## src/rtl/nalu_extract.sv

```systemverilog
// Annex-B NAL unit extractor: hunts 0x000001, latches the header byte, strips 0x03 emulation bytes.
// Optional build macro NALU_TYPE_FILTER_EN drops NAL units whose type is not 1, 5, 7 or 8.
module nalu_extract (
  input  logic       clk,
  input  logic       rst,
  input  logic       ena,
  input  logic [7:0] stream_data_in,
  input  logic       stream_valid_in,
  input  logic       stream_end_in,
  output logic       stream_rd_out,
  input  logic       rd_req_by_rbsp_buffer_in,
  output logic [7:0] rbsp_out,
  output logic       valid_data_of_nalu_out,
  output logic [1:0] nal_ref_idc_out,
  output logic [4:0] nal_unit_type_out,
  output logic       nalu_head_valid_out,
  output logic       nalu_end_out
);

  typedef enum logic [1:0] {
    S_SEARCH,
    S_HEADER,
`ifdef NALU_TYPE_FILTER_EN
    S_PAYLOAD,
    S_SKIP
`else
    S_PAYLOAD
`endif
  } state_t;

  function automatic logic [1:0] zc_next(input logic [1:0] zc, input logic [7:0] b);
    if (b != 8'h00) return 2'd0;
    return (zc == 2'd2) ? 2'd2 : zc + 2'd1;
  endfunction

`ifdef NALU_TYPE_FILTER_EN
  function automatic logic keep_type(input logic [4:0] t);
    return (t == 5'd1) || (t == 5'd5) || (t == 5'd7) || (t == 5'd8);
  endfunction
`endif

  state_t     state_q, state_d;
  logic [7:0] win_q [3];
  logic [7:0] win_d [3];
  logic [1:0] cnt_q, cnt_d;
  logic [1:0] zc_q, zc_d;
  logic [7:0] rbsp_q, rbsp_d;
  logic       vld_q, vld_d;
  logic [1:0] idc_q, idc_d;
  logic [4:0] type_q, type_d;
  logic       head_q, head_d;
  logic       end_q, end_d;

  logic pop, flush, take, slot_free, start_pat, end_pat, tail_ok;

  assign slot_free = !vld_q || rd_req_by_rbsp_buffer_in;
  assign start_pat = (cnt_q == 2'd3) && (win_q[0] == 8'h00) && (win_q[1] == 8'h00) &&
                     (win_q[2] == 8'h01);
  assign end_pat   = ((cnt_q == 2'd3) && (win_q[0] == 8'h00) && (win_q[1] == 8'h00) &&
                      (win_q[2] <= 8'h01)) || (stream_end_in && (cnt_q == 2'd0));
  // w0 may leave once full lookahead exists, or once the source can supply no more
  assign tail_ok   = (cnt_q == 2'd3) || (stream_end_in && (cnt_q != 2'd0));

  assign stream_rd_out = ena && !rst && ((cnt_q != 2'd3) || pop);
  assign take          = stream_rd_out && stream_valid_in;

  always_comb begin
    state_d = state_q;
    zc_d    = zc_q;
    rbsp_d  = rbsp_q;
    vld_d   = vld_q;
    idc_d   = idc_q;
    type_d  = type_q;
    head_d  = 1'b0;
    end_d   = 1'b0;
    pop     = 1'b0;
    flush   = 1'b0;
    if (vld_q && rd_req_by_rbsp_buffer_in) vld_d = 1'b0;
    case (state_q)
      S_SEARCH: begin
        if (start_pat) begin
          flush   = 1'b1;
          pop     = 1'b1;
          state_d = S_HEADER;
        end else if (tail_ok) begin
          pop = 1'b1;
        end
      end
      S_HEADER: begin
        if (cnt_q != 2'd0) begin
          idc_d  = win_q[0][6:5];
          type_d = win_q[0][4:0];
          pop    = 1'b1;
          zc_d   = 2'd0;
`ifdef NALU_TYPE_FILTER_EN
          if (keep_type(win_q[0][4:0])) begin
            head_d  = 1'b1;
            state_d = S_PAYLOAD;
          end else begin
            state_d = S_SKIP;
          end
`else
          head_d  = 1'b1;
          state_d = S_PAYLOAD;
`endif
        end
      end
      S_PAYLOAD: begin
        if (slot_free) begin
          // the start code stays in the window so SEARCH rescans it
          if (end_pat) begin
            end_d   = 1'b1;
            state_d = S_SEARCH;
          end else if ((zc_q == 2'd2) && (win_q[0] == 8'h03) && tail_ok) begin
            pop  = 1'b1;
            zc_d = 2'd0;
          end else if (tail_ok) begin
            rbsp_d = win_q[0];
            vld_d  = 1'b1;
            pop    = 1'b1;
            zc_d   = zc_next(zc_q, win_q[0]);
          end
        end
      end
`ifdef NALU_TYPE_FILTER_EN
      S_SKIP: begin
        if (end_pat) state_d = S_SEARCH;
        else if (tail_ok) pop = 1'b1;
      end
`endif
      default: state_d = S_SEARCH;
    endcase
  end

  always_comb begin
    win_d = win_q;
    cnt_d = cnt_q;
    if (flush) begin
      win_d[0] = stream_data_in;
      cnt_d    = take ? 2'd1 : 2'd0;
    end else begin
      if (pop) begin
        win_d[0] = win_q[1];
        win_d[1] = win_q[2];
      end
      if (take) begin
        case (pop ? cnt_q - 2'd1 : cnt_q)
          2'd0:    win_d[0] = stream_data_in;
          2'd1:    win_d[1] = stream_data_in;
          default: win_d[2] = stream_data_in;
        endcase
      end
      cnt_d = cnt_q - {1'b0, pop} + {1'b0, take};
    end
  end

  // ena low freezes everything except the pulses, which must not stretch
  always_ff @(posedge clk) begin
    if (rst) begin
      state_q <= S_SEARCH;
      cnt_q   <= 2'd0;
      zc_q    <= 2'd0;
      rbsp_q  <= 8'h00;
      vld_q   <= 1'b0;
      idc_q   <= 2'd0;
      type_q  <= 5'd0;
      head_q  <= 1'b0;
      end_q   <= 1'b0;
    end else if (ena) begin
      state_q <= state_d;
      cnt_q   <= cnt_d;
      zc_q    <= zc_d;
      rbsp_q  <= rbsp_d;
      vld_q   <= vld_d;
      idc_q   <= idc_d;
      type_q  <= type_d;
      head_q  <= head_d;
      end_q   <= end_d;
    end else begin
      head_q <= 1'b0;
      end_q  <= 1'b0;
    end
  end

  always_ff @(posedge clk) begin
    if (ena) win_q <= win_d;
  end

  assign rbsp_out               = rbsp_q;
  assign valid_data_of_nalu_out = vld_q;
  assign nal_ref_idc_out        = idc_q;
  assign nal_unit_type_out      = type_q;
  assign nalu_head_valid_out    = head_q;
  assign nalu_end_out           = end_q;

endmodule
```

## config.mk

```make
export PLATFORM = sky130hd
export DESIGN_NAME = nalu_extract
export DESIGN_NICKNAME = d
export VERILOG_FILES = /design/src/rtl/nalu_extract.sv
export SDC_FILE = /design/constraint.sdc
export NUM_CORES = 1
export LEC_CHECK = 0
export ABC_AREA = 1
export BUFFER_PORTS_ARGS = -buffer_cell sky130_fd_sc_hd__buf_2
export CAP_MARGIN = 5
export CORE_MARGIN = 2
export CORE_UTILIZATION = 57
export CTS_CLUSTER_DIAMETER = 100
export DETAILED_ROUTE_END_ITERATION = 8
export PLACE_DENSITY_LB_ADDON = 0.2
export REMOVE_ABC_BUFFERS = 1
export SYNTH_ARGS = -nofsm -noshare
export SYNTH_HDL_FRONTEND = slang
export SYNTH_SLANG_ARGS = --single-unit
```

## constraint.sdc

```tcl
create_clock -name clk -period 2.71 [get_ports clk]
set_input_delay 0.271 -clock clk [delete_from_list [all_inputs] [get_ports clk]]
set_output_delay 0.271 -clock clk [all_outputs]
set_load 0.005 [all_outputs]
```

==> metrics.txt <==
# DRC 0; Worst-Margin Slew 0.414 ns; Cell variety after synth 29; Initial DRC Count ~120; Tcrit/Tclk final 0.934; share of cells above drive strength 1 0.209; Diodes inserted 0; final worst slack 0.179 ns; sequential-to-total area share from yosys stat 0.476; routed wire length 5500 µm; nets ~390; Die Y 70.5 µm; peak supply drop 0.378 mV; GRT overflow 0; CP peak stage delay roughly 0.38 ns; total track usage 0.228; initial antenna violation count 0; Final Critical Period 2.53 ns; number of CTS-inserted buffers 5; row count 24; WP data arrival around 2.7 ns; Mapped Cells 325; CP Max Fanout 5; commonest cells after routing, fill and taps aside 86 x nand2_1, 63 x nor2_1, 32 x buf_2; sum of negative setup slack 0 ns; drt first pass iters 4; yosys warns 0; Starting Density 0.584; Slew Viols, Final 0; largest net degree at the start of global routing 22; htree depth 2; CTS Sinks 48; crit-path cells inv_1 > ha_2 > inv_2 > a21oi_2 > inv_2 > a21oi_4 > nand3_1 > nand2_2 > nor2_8 > inv_1 > ha_1 > inv_1 > ha_1 > nand2_1 > nand2_1 > nor3_1 > nor4_1; Clock Latency Late Sink 0.31 ns; crit path launch type flop; detail-routed net length per standard cell between 10 and 15 µm; Max-Cap Viols 0; CP required 2.92 ns; die area 4980 µm²; Synth Register Bits 48; most common cell after layout, fill and taps aside nand2_1; Setup Skew 0.0110 ns; hold_buf cts 0; dpl ws about 0.034 ns; DP HPWL 4050 µm; Max Root-Sink Buffers 2; Setup CP Type flop to flop; area of the mapped netlist approximately 2500 µm²; critical path capture point type flop; DR vias/cell 5.26; vias 2,211; Post-DRT Antenna Nets 0; Hold Crit Class input port to flop; GPL Wtd Cong between 0.8 and 0.9; outcome finished clean; Top Ports 33; Clock transition at path regs 0.09 ns; Leak 1.32 nW; Core Region 4320 µm²; buffers added on ports 32; Setup Viol. Count Final 0; CTS root buf clkbuf_8; die span in x just over 70 µm; area grow syn2layout 15.5%; CTS tree yes; first-pass GRT wire length 9140 µm; most frequent CP cell inv_1; Syn Area/Cell 7.77 µm²; P per Cell Area 585 nW/µm²; utilization after layout 0.674; max frequency between 300 and 400 MHz; Max-slew headroom 0.723; Final Hold Fails 0; Critical-path top delay cell dfxtp_4; vias in the first global route 1,997
-- per-layer routing --
| metal | share of wire | track usage | vias up |
|---|---|---|---|
| met5 | 0 | 0 | - |
| met4 | 0.011 | 0.0671 | 0 |
| met3 | 0.077 | 0.0456 | 7 |
| met2 | 0.47 | 0.365 | 89 |
| met1 | 0.45 | 0.317 | 978 |
| li1 | - | - | 1137 |
-- synth_stat cells --
master | n | area (µm²)
nand3_1 | 19 | 95.1
a21oi_2 | 1 | 8.76
nand4_1 | 2 | 12.5
inv_2 | 5 | 18.8
nor2_2 | 3 | 18.8
dfxtp_1 | 24 | 480
nor2_1 | 64 | 240
nand3_4 | 2 | 35.0
nand2_2 | 4 | 25.0
inv_1 | 27 | 101
o211ai_1 | 1 | 7.51
nor4_1 | 4 | 25.0
o21ai_0 | 21 | 105
nand2_4 | 2 | 22.5
nand2_1 | 86 | 323
ha_1 | 6 | 75.1
a21oi_1 | 11 | 55.1
buf_6 | 2 | 22.5
a211oi_1 | 1 | 7.51
o21ai_1 | 2 | 10.0
edfxtp_1 | 24 | 721
a21oi_4 | 1 | 16.3
a31oi_1 | 2 | 12.5
nor3_1 | 2 | 10.0
nor2_4 | 2 | 22.5
clkbuf_1 | 4 | 15.0
nor2_8 | 1 | 20.0
nand3_2 | 1 | 10.0
nand3b_1 | 1 | 7.51
-- metrics by stage --
step           cell area (µm²)  power, W  hold WS [ns]  instances
2_1_floorplan             2490   0.00109         0.340        319
3_3_place_gp              2750   0.00117         0.451        408
3_5_place_dp              2750   0.00117         0.458        408
4_1_cts                   2860   0.00170         0.178        416
5_1_grt                   2920   0.00179         0.179        420
6_report                  2920   0.00170         0.179        420
-- flip-flops by register name (all words and copies together) (netlist names), 2 cells and up --
name               flops
nal_ref_idc_out        2
zc_q                   2
rbsp_out               8
state_q                2
win_q                 24
nal_unit_type_out      5
cnt_q                  2
-- report_power, final --
part | internal, W | total, W | switching, W
Clock | 0.000279 | 0.000533 | 0.000254
Combinational | 0.000111 | 0.000299 | 0.000189
Sequential | 0.000827 | 0.000872 | 0.0000457
Total | 0.00122 | 0.00170 | 0.000488
-- final cells by class --
class,count,area [µm²]
Fill cell,392,1410
Sequential cell,48,1210
Clock buffer,5,68.8
Clock inverter,3,45.0
Tap cell,52,65.1
Timing Repair Buffer,41,228
Multi-Input combinational cell,239,1180
Inverter,32,120
-- worst max-delay path: cells and delay by family (launching register included) --
| kind | cells | cell delay [ns] |
|---|---|---|
| adders and majority gates | 3 | 0.58 |
| buffers and inverters | 5 | 0.35 |
| AOI/OAI and AO/OA | 2 | 0.38 |
| DFF | 1 | 0.38 |
| and+or+nand+nor | 7 | 0.76 |
-- logic make-up (layout without fill, tap and decap cells) --
kind of cell,count (synthesis),after routing,share of synthesized area
AOI/OAI and AO/OA,40,40,0.0883
DFF,48,48,0.476
and+or+nand+nor,193,193,0.344
adders and majority gates,6,6,0.0297
buffers and inverters,38,81,0.0625
-- worst paths after layout --
check / from / to / slack (ns) / cells past startpoint
setup / recovery: cnt_q[0]$_SDFFE_PP0P_ / cnt_q[1]$_SDFFE_PP0P_ / 0.18 / 17
hold reg to reg: rbsp_out[0]$_SDFFE_PP0P_ / rbsp_out[0]$_SDFFE_PP0P_ / 0.47 / 2
hold / removal: stream_data_in[7] / win_q[7]$_DFFE_PP_ / 0.18 / 1
setup reg to reg: cnt_q[0]$_SDFFE_PP0P_ / cnt_q[1]$_SDFFE_PP0P_ / 0.18 / 17
-- repair_timing --
action / in CTS / in global routing
setup endpoints to repair: 0 / 4
resized for setup: 0 / 8
setup buffers: 0 / 4
Power figures use the tool's default switching activity.
